===== src/rtl/sobel_pkg.sv =====
// Shared widths, the 3x3 window type and the saturating radicand helper
// for the Sobel gradient-energy front end.
package sobel_pkg;
  localparam int PIX_W  = 8;
  localparam int GRAD_W = 11;
  localparam int SSQ_W  = 21;
  localparam int R_W    = 16;

  // Window indexed [row][col]: row 0 is the oldest row, col 0 the oldest column.
  typedef logic [2:0][2:0][PIX_W-1:0] win_t;

  function automatic logic [R_W-1:0] sat_r(input logic [SSQ_W-1:0] ssq,
                                           input int unsigned shift);
    logic [SSQ_W-1:0] r;
    r = ssq >> shift;
    if (r > SSQ_W'(17'h0FFFF)) return '1;
    return r[R_W-1:0];
  endfunction
endpackage


===== src/rtl/sobel_grad_energy_if.sv =====
// Pixel-in / radicand-out stream bundle of the Sobel gradient-energy stage.
interface sobel_grad_energy_if;
  import sobel_pkg::*;

  // Both streams: a transfer happens on a rising edge where valid & ready are
  // both high; the source holds its payload stable while valid & !ready.
  logic             in_valid;
  logic             in_ready;
  logic [PIX_W-1:0] in_pix;
  logic             in_sof;
  logic             out_valid;
  logic             out_ready;
  logic [R_W-1:0]   out_R;
  logic             out_last;

  modport slave (
    input  in_valid, in_pix, in_sof, out_ready,
    output in_ready, out_valid, out_R, out_last
  );

  modport master (
    output in_valid, in_pix, in_sof, out_ready,
    input  in_ready, out_valid, out_R, out_last
  );
endinterface


===== src/rtl/sobel_line_buf.sv =====
// One-row pixel delay: read-before-write RAM addressed by column, so dout
// returns the pixel written at the same column one row earlier.
module sobel_line_buf
  import sobel_pkg::*;
#(
  parameter int DEPTH = 256
) (
  input  logic                     clk,
  input  logic                     en,
  input  logic [$clog2(DEPTH)-1:0] addr,
  input  logic [PIX_W-1:0]         din,
  output logic [PIX_W-1:0]         dout
);
  logic [PIX_W-1:0] mem_q [DEPTH];

  assign dout = mem_q[addr];

  always_ff @(posedge clk) begin
    if (en) mem_q[addr] <= din;
  end
endmodule


===== src/rtl/sobel_grad_energy.sv =====
// Streaming Sobel front end: 3x3 window from two line buffers, Gx/Gy stage,
// then saturated (Gx^2+Gy^2)>>SHIFT with a stall-everything handshake.
module sobel_grad_energy
  import sobel_pkg::*;
#(
  parameter int          IMG_W = 256,
  parameter int          IMG_H = 256,
  parameter int unsigned SHIFT = 4
) (
  input  logic                clk,
  input  logic                rst,
  sobel_grad_energy_if.slave  bus
);
  localparam int CW = $clog2(IMG_W);
  localparam int RW = $clog2(IMG_H);
  localparam logic [CW-1:0] COL_MAX = CW'(IMG_W - 1);
  localparam logic [RW-1:0] ROW_MAX = RW'(IMG_H - 1);

  logic [CW-1:0] col_q, col_d, cur_col;
  logic [RW-1:0] row_q, row_d, cur_row;
  win_t          win_q, win_d;
  logic          v0_q, v0_d, last0_q, last0_d;
  logic          v1_q, v1_d, last1_q, last1_d;
  logic signed [GRAD_W-1:0] gx_q, gx_d, gy_q, gy_d;
  logic          out_valid_q, out_valid_d, out_last_q, out_last_d;
  logic [R_W-1:0] out_r_q, out_r_d;

  logic en, acc;
  logic [PIX_W-1:0] tap1, tap2;
  logic [9:0] gx_pos, gx_neg, gy_pos, gy_neg;
  logic signed [2*GRAD_W-1:0] gx_sq, gy_sq;
  logic [SSQ_W-1:0] ssq;

  // The output register is the only place a stall originates; everything
  // upstream freezes with it so no transfer is lost or duplicated.
  assign en      = !out_valid_q | bus.out_ready;
  assign acc     = bus.in_valid & en;
  assign cur_col = bus.in_sof ? '0 : col_q;
  assign cur_row = bus.in_sof ? '0 : row_q;

  sobel_line_buf #(.DEPTH(IMG_W)) u_lb1 (
    .clk(clk), .en(acc), .addr(cur_col), .din(bus.in_pix), .dout(tap1)
  );
  sobel_line_buf #(.DEPTH(IMG_W)) u_lb2 (
    .clk(clk), .en(acc), .addr(cur_col), .din(tap1), .dout(tap2)
  );

  assign gx_pos = 10'(win_q[0][2]) + {1'b0, win_q[1][2], 1'b0} + 10'(win_q[2][2]);
  assign gx_neg = 10'(win_q[0][0]) + {1'b0, win_q[1][0], 1'b0} + 10'(win_q[2][0]);
  assign gy_pos = 10'(win_q[2][0]) + {1'b0, win_q[2][1], 1'b0} + 10'(win_q[2][2]);
  assign gy_neg = 10'(win_q[0][0]) + {1'b0, win_q[0][1], 1'b0} + 10'(win_q[0][2]);
  assign gx_sq  = gx_q * gx_q;
  assign gy_sq  = gy_q * gy_q;
  assign ssq    = SSQ_W'(gx_sq) + SSQ_W'(gy_sq);

  always_comb begin
    col_d       = col_q;
    row_d       = row_q;
    win_d       = win_q;
    v0_d        = v0_q;
    last0_d     = last0_q;
    v1_d        = v1_q;
    last1_d     = last1_q;
    gx_d        = gx_q;
    gy_d        = gy_q;
    out_valid_d = out_valid_q;
    out_r_d     = out_r_q;
    out_last_d  = out_last_q;
    if (en) begin
      if (acc) begin
        col_d = (cur_col == COL_MAX) ? '0 : cur_col + 1'b1;
        if (cur_col == COL_MAX) row_d = (cur_row == ROW_MAX) ? '0 : cur_row + 1'b1;
        else                    row_d = cur_row;
        for (int r = 0; r < 3; r++) begin
          win_d[r][0] = win_q[r][1];
          win_d[r][1] = win_q[r][2];
        end
        win_d[0][2] = tap2;
        win_d[1][2] = tap1;
        win_d[2][2] = bus.in_pix;
      end
      // Rows 0/1 read stale line-buffer contents; the window gate masks them.
      v0_d    = acc & (cur_row >= RW'(2)) & (cur_col >= CW'(2));
      last0_d = acc & (cur_row == ROW_MAX) & (cur_col == COL_MAX);
      v1_d    = v0_q;
      last1_d = last0_q;
      if (v0_q) begin
        gx_d = $signed({1'b0, gx_pos}) - $signed({1'b0, gx_neg});
        gy_d = $signed({1'b0, gy_pos}) - $signed({1'b0, gy_neg});
      end
      out_valid_d = v1_q;
      if (v1_q) begin
        out_r_d    = sat_r(ssq, SHIFT);
        out_last_d = last1_q;
      end
    end
  end

  always_ff @(posedge clk) begin
    if (rst) begin
      col_q       <= '0;
      row_q       <= '0;
      v0_q        <= 1'b0;
      last0_q     <= 1'b0;
      v1_q        <= 1'b0;
      last1_q     <= 1'b0;
      out_valid_q <= 1'b0;
      out_r_q     <= '0;
      out_last_q  <= 1'b0;
    end else begin
      col_q       <= col_d;
      row_q       <= row_d;
      v0_q        <= v0_d;
      last0_q     <= last0_d;
      v1_q        <= v1_d;
      last1_q     <= last1_d;
      out_valid_q <= out_valid_d;
      out_r_q     <= out_r_d;
      out_last_q  <= out_last_d;
    end
  end

  always_ff @(posedge clk) begin
    win_q <= win_d;
    gx_q  <= gx_d;
    gy_q  <= gy_d;
  end

  assign bus.in_ready  = en;
  assign bus.out_valid = out_valid_q;
  assign bus.out_R     = out_r_q;
  assign bus.out_last  = out_last_q;
endmodule


===== src/flat_wrapper.sv =====
// flat-port wrapper written by rule: the top's interface ports become plain ports
module sobel_grad_energy_flat import sobel_pkg::*;
#(
  parameter int          IMG_W = 256,
  parameter int          IMG_H = 256,
  parameter int unsigned SHIFT = 4
)
  (clk, rst, bus_in_valid, bus_in_pix, bus_in_sof, bus_out_ready, bus_in_ready, bus_out_valid, bus_out_R, bus_out_last);
  sobel_grad_energy_if bus_i ();
  input  logic clk;
  input  logic rst;
  input wire logic [$bits(bus_i.in_valid)-1:0] bus_in_valid;
  input wire logic [$bits(bus_i.in_pix)-1:0] bus_in_pix;
  input wire logic [$bits(bus_i.in_sof)-1:0] bus_in_sof;
  input wire logic [$bits(bus_i.out_ready)-1:0] bus_out_ready;
  output wire logic [$bits(bus_i.in_ready)-1:0] bus_in_ready;
  output wire logic [$bits(bus_i.out_valid)-1:0] bus_out_valid;
  output wire logic [$bits(bus_i.out_R)-1:0] bus_out_R;
  output wire logic [$bits(bus_i.out_last)-1:0] bus_out_last;
  assign bus_i.in_valid = bus_in_valid;
  assign bus_i.in_pix = bus_in_pix;
  assign bus_i.in_sof = bus_in_sof;
  assign bus_i.out_ready = bus_out_ready;
  assign bus_in_ready = bus_i.in_ready;
  assign bus_out_valid = bus_i.out_valid;
  assign bus_out_R = bus_i.out_R;
  assign bus_out_last = bus_i.out_last;
  sobel_grad_energy #(.IMG_W(IMG_W), .IMG_H(IMG_H), .SHIFT(SHIFT)) u_core (.clk(clk), .rst(rst), .bus(bus_i));
endmodule

===== config.mk =====
export PLATFORM = sky130hd
export DESIGN_NAME = sobel_grad_energy_flat
export DESIGN_NICKNAME = d
export VERILOG_FILES = /design/src/rtl/sobel_pkg.sv /design/src/rtl/sobel_grad_energy_if.sv /design/src/rtl/sobel_line_buf.sv /design/src/rtl/sobel_grad_energy.sv /design/src/flat_wrapper.sv
export SDC_FILE = /design/constraint.sdc
export NUM_CORES = 2
export LEC_CHECK = 0
export ABC_AREA = 0
export CORE_UTILIZATION = 57
export CTS_CLUSTER_SIZE = 40
export DETAILED_ROUTE_END_ITERATION = 7
export PLACE_DENSITY_LB_ADDON = 0.1
export SLEW_MARGIN = 5
export SYNTH_ARGS = -nofsm -noshare
export SYNTH_HDL_FRONTEND = slang
export SYNTH_SLANG_ARGS = --single-unit

===== constraint.sdc =====
create_clock -name clk -period 26.7 [get_ports clk]
set_input_delay 5.34 -clock clk [delete_from_list [all_inputs] [get_ports clk]]
set_output_delay 5.34 -clock clk [all_outputs]
set_load 0.05 [all_outputs]

==> results.sh <==
export IMPL_run_status="complete, but fails checks"
export IMPL_violations="max-capacitance violations, max-slew violations"
export IMPL_synth_compound_gate_area_share_pct=10.3
export IMPL_die_outline_area_mm2=0.312
export IMPL_cp_arrival_ns=13.83
export IMPL_layout_nets=12700
export IMPL_worstMarginPinSlew_ns=1.50
export IMPL_hold_violations=0
export IMPL_boundaryPins=32
export IMPL_design_core_area_mm2=0.307
export IMPL_final_setup_viol_count=0
export IMPL_globalRouteTotalUtil_pct=33.0
export IMPL_max_cap_viol_count=2
export IMPL_cpMostUsedCell="sky130_fd_sc_hd__buf_4"
export IMPL_final_max_slew_violation_count=2
export IMPL_drt_total_wl_um=520000
export IMPL_fin_skew_ns=0.0799
export IMPL_cts_bufs_inserted=426
export IMPL_initial_utilization_pct=57.5
export IMPL_detail_route_wl_per_cell_um=31.1
export IMPL_leakage_uw=0.0632
export IMPL_fin_cells=16700
export IMPL_timing_critical_path_required_ns=27.28
export IMPL_detailedRoute_firstIterationViolations=14700
export IMPL_floorplan_die_height_um=558
export IMPL_clk_pin_slew_worst_paths_ns=0.06
export IMPL_slowest_cell_on_crit_path="sky130_fd_sc_hd__nor4_1"
export IMPL_area_share_of_fa_ha_maj_cells_after_synthesis_pct=4.00
export IMPL_cp_capture_type="flip-flop"
export IMPL_tritoncts_clock_tree="yes"
export IMPL_gr_total_overflow=0
export IMPL_critical_path_cell_list="buf_2, buf_4, nand2b_4, buf_4, buf_4, buf_4, a311oi_1, nor4_1, buf_4, o22ai_1, nor4_1, nand3_4, buf_4, buf_4"
export IMPL_synth_area_mm2=0.176
export IMPL_cts_repair_resize_count=0
export IMPL_nFillCells=22100
export IMPL_dr_total_vias=110000
export IMPL_row_count=203
export IMPL_fin_total_pwr_uw=14100
export IMPL_die_x_um=558
export IMPL_synth_async_reset_ratio_pct=0
export IMPL_maximum_vdd_ir_drop_mv=0.0653
export IMPL_crit_path_max_incr_delay_ns=1.22
export IMPL_synth_seq_cells=4228
export IMPL_main_combinational_cell_family_by_area_after_synthesis="compound AO/OA/AOI/OAI gates"
export IMPL_syn2layout_area_growth_pct=11.5
export IMPL_gp_congestion=0.899
export IMPL_cts_repair_timing_setup_buffer_count=0
export IMPL_largest_net_degree_at_the_start_of_global_routing=193
export IMPL_vias_in_the_first_global_route=105000
export IMPL_remaining_drc_errors=0
export IMPL_clock_insertion_delay_worst_skew_ns=1.00
export IMPL_cts_path_max_buffers=4
export IMPL_dp_hpwl_um=294000
export IMPL_max_slew_margin_rel_pct=-1.09
export IMPL_synth_yosys_seq_area_share_pct=71.7
export IMPL_max_freq_ghz=0.0755
export IMPL_postSynthCellCount=12200
export IMPL_grt_setup_unrepaired="false"
export IMPL_ratio_of_cells_with_drive_above_1_in_the_final_layout_pct=11.1
export IMPL_path_max_fanout=73
export IMPL_portBuffers=31
export IMPL_ant_nets=0
export IMPL_postSynthNetCount=12600
export IMPL_post_route_period_util_pct=49.6
export IMPL_placed_cells_incl_taps=15900
export IMPL_synthesis_yosys_warnings=0
export IMPL_clock_tree_htree_level_count=5
export IMPL_fin_tns_setup_ns=0
export IMPL_detail_route_first_pass_iterations=7
export IMPL_antenna_found_initial=21
export IMPL_setup_worst_path_class="input port to flip-flop"
export IMPL_route_detailed_vias_per_inst=6.56
export IMPL_cts_sink_count=4228
export IMPL_post_route_min_period_ns=13.25
export IMPL_post_synth_mux_area_share_pct=0.255
export IMPL_synthSimpleGateAreaFrac_pct=10.3
export IMPL_min_delay_path_class="flip-flop to flip-flop"
export IMPL_launching_element_type_of_the_critical_path="input port"
export IMPL_synth_flop_cell="sky130_fd_sc_hd__edfxtp_1"
export IMPL_synthesis_area_per_instance_um2=14.4
export IMPL_clock_root_buffer="sky130_fd_sc_hd__clkbuf_16"
export IMPL_synthDistinctLibCells=72
export IMPL_synth_xor_xnor_area_share_pct=0.291
export IMPL_grt_pass1_wl_um=740000
export IMPL_whs_ns=0.422
export IMPL_count_of_hold_fix_buffers_inserted_at_cts=0
export IMPL_power_density_mw_per_mm2=71.8
export IMPL_synth_enable_flop_cells=4190
## flip-flops by register name (all words and copies together), names as in the netlist
register and count:
u_core.row_q 8, u_core.v0_q 1, u_core.win_q 72, u_core.col_q 8
u_core.last1_q 1, u_core.v1_q 1, u_core.u_lb2.mem_q 2048, u_core.u_lb1.mem_q 2048
u_core.last0_q 1, u_core.gx_q 11, u_core.bus.out_last 1, u_core.gy_q 11
u_core.bus.out_R 16, u_core.bus.out_valid 1
## cells in the final DEF (no fill, tap or decap), types with 7 or more instances in the layout
master                            count
sky130_fd_sc_hd__nor4_1             206
sky130_fd_sc_hd__buf_8                7
sky130_fd_sc_hd__and2_1              46
sky130_fd_sc_hd__a21oi_1             48
sky130_fd_sc_hd__xor2_1              13
sky130_fd_sc_hd__a211oi_1          1017
sky130_fd_sc_hd__bufinv_16           41
sky130_fd_sc_hd__o22ai_1            105
sky130_fd_sc_hd__nor2_2             179
sky130_fd_sc_hd__diode_2             12
sky130_fd_sc_hd__inv_1              389
sky130_fd_sc_hd__ha_1               107
sky130_fd_sc_hd__clkbuf_1            80
sky130_fd_sc_hd__clkinvlp_4          16
sky130_fd_sc_hd__xnor2_1             43
sky130_fd_sc_hd__edfxtp_1          4190
sky130_fd_sc_hd__nor2b_1           1027
sky130_fd_sc_hd__nor2_1             145
sky130_fd_sc_hd__clkinv_1            97
sky130_fd_sc_hd__clkdlybuf4s50_1     21
sky130_fd_sc_hd__clkinv_2            88
sky130_fd_sc_hd__buf_4              474
sky130_fd_sc_hd__nand2_1           2150
sky130_fd_sc_hd__mux2i_1             22
sky130_fd_sc_hd__clkbuf_16          432
sky130_fd_sc_hd__nor2_4              11
sky130_fd_sc_hd__a31oi_1             16
sky130_fd_sc_hd__o21ai_0             46
sky130_fd_sc_hd__a311oi_1           996
sky130_fd_sc_hd__nor4_2              36
sky130_fd_sc_hd__nand3_1             25
sky130_fd_sc_hd__dfxtp_1             36
sky130_fd_sc_hd__nand2b_1             8
sky130_fd_sc_hd__fa_1               286
sky130_fd_sc_hd__nand3_2             17
sky130_fd_sc_hd__nor3_1              20
sky130_fd_sc_hd__clkinv_16           11
sky130_fd_sc_hd__o41ai_1             11
sky130_fd_sc_hd__buf_12              18
## power by group
group / internal [µW] / total (µW) / switching [µW]
registers: 7400 / 7420 / 13.7
logic: 204 / 796 / 591
clock network: 3370 / 5910 / 2540
## final timing paths
path / from / to / slack, ns / cells past startpoint
setup / recovery: bus_in_sof / u_core.u_lb2.mem_q[187][6] / 13.45 / 14
hold / removal: u_core.win_q[34] / u_core.win_q[26] / 0.42 / 0
setup reg to reg: u_core.col_q[1] / u_core.u_lb2.mem_q[187][6] / 17.93 / 12
hold reg to reg: u_core.win_q[34] / u_core.win_q[26] / 0.42 / 0
## cell type report
cell class	count	area (µm²)	area share, %
sequential	4228	127000	64.3
clock inverter	266	2660	1.35
antenna	12	30.0	0.0153
tap	4100	5130	2.61
clock buffer	513	11100	5.65
timing repair buffer	524	4270	2.17
inverter	393	1490	0.755
multi-input combinational	6700	45500	23.1
## through the flow
step                area (µm²)  util (%)  setup slack, ns
floorplan               176000         -            0.195
global placement        183000      59.6            13.19
detailed placement      183000      59.6            13.18
CTS                     197000      64.1            14.17
global route            197000      64.1            13.57
finish                  197000      64.1            13.45
## kinds of logic (layout without fill, tap and decap cells)
kind of cell / count (synthesis) / count (layout)
xor gates and xnor gates: 57 / 57
adders and majority gates: 393 / 393
and+or+nand+nor: 3909 / 3909
muxes: 35 / 35
AOI/OAI and AO/OA: 2306 / 2306
buffers and inverters: 1288 / 1696
other: 0 / 12
DFF: 4228 / 4228
## worst max-delay path, delay by kind of cell
family / cells / cell delay (ns)
AOI/OAI and AO/OA: 2 / 0.28
buffers and inverters: 8 / 4.05
and+or+nand+nor: 4 / 3.80
## synthesized netlist by cell type, drive strengths merged, types with 3 or more instances
cell    number  area [µm²]
a211oi    1022        7700
a21o         6        45.0
a21oi       48         240
a22oi        4        30.0
a311oi     997        8730
a31o         3        26.3
a31oi       16         100
and2        46         288
and3         3        18.8
buf        483        2390
clkbuf     412        1550
dfxtp       38         761
edfxtp    4190      126000
fa         286        5730
ha         107        1340
inv        391        1470
mux2         6        67.6
mux2i       22         220
mux4         7         161
nand2     2154        8090
nand2b      12        82.6
nand3       47         240
nand4        5        31.3
nor2       335        1260
nor2b     1028        6430
nor3        21         116
nor4       242        1520
o211ai       6        45.0
o21ai       49         245
o21bai       4        30.0
o221ai       6        52.6
o22ai      105         657
o311ai       3        26.3
o31ai        3        22.5
o41ai       16         140
or3          3        18.8
or4          4        30.0
xnor2       43         377
xor2        13         114
## routing by layer
| metal | vias up | wire length, µm | GRT usage, % |
|---|---|---|---|
| met2 | 6060 | 238000 | 51.0 |
| met5 | - | 370 | 0.201 |
| met3 | 1153 | 56100 | 7.23 |
| li1 | 46700 | - | - |
| met1 | 55800 | 199000 | 45.0 |
| met4 | 22 | 27000 | 15.5 |
Note: power is estimated with default switching activity, not from simulation.
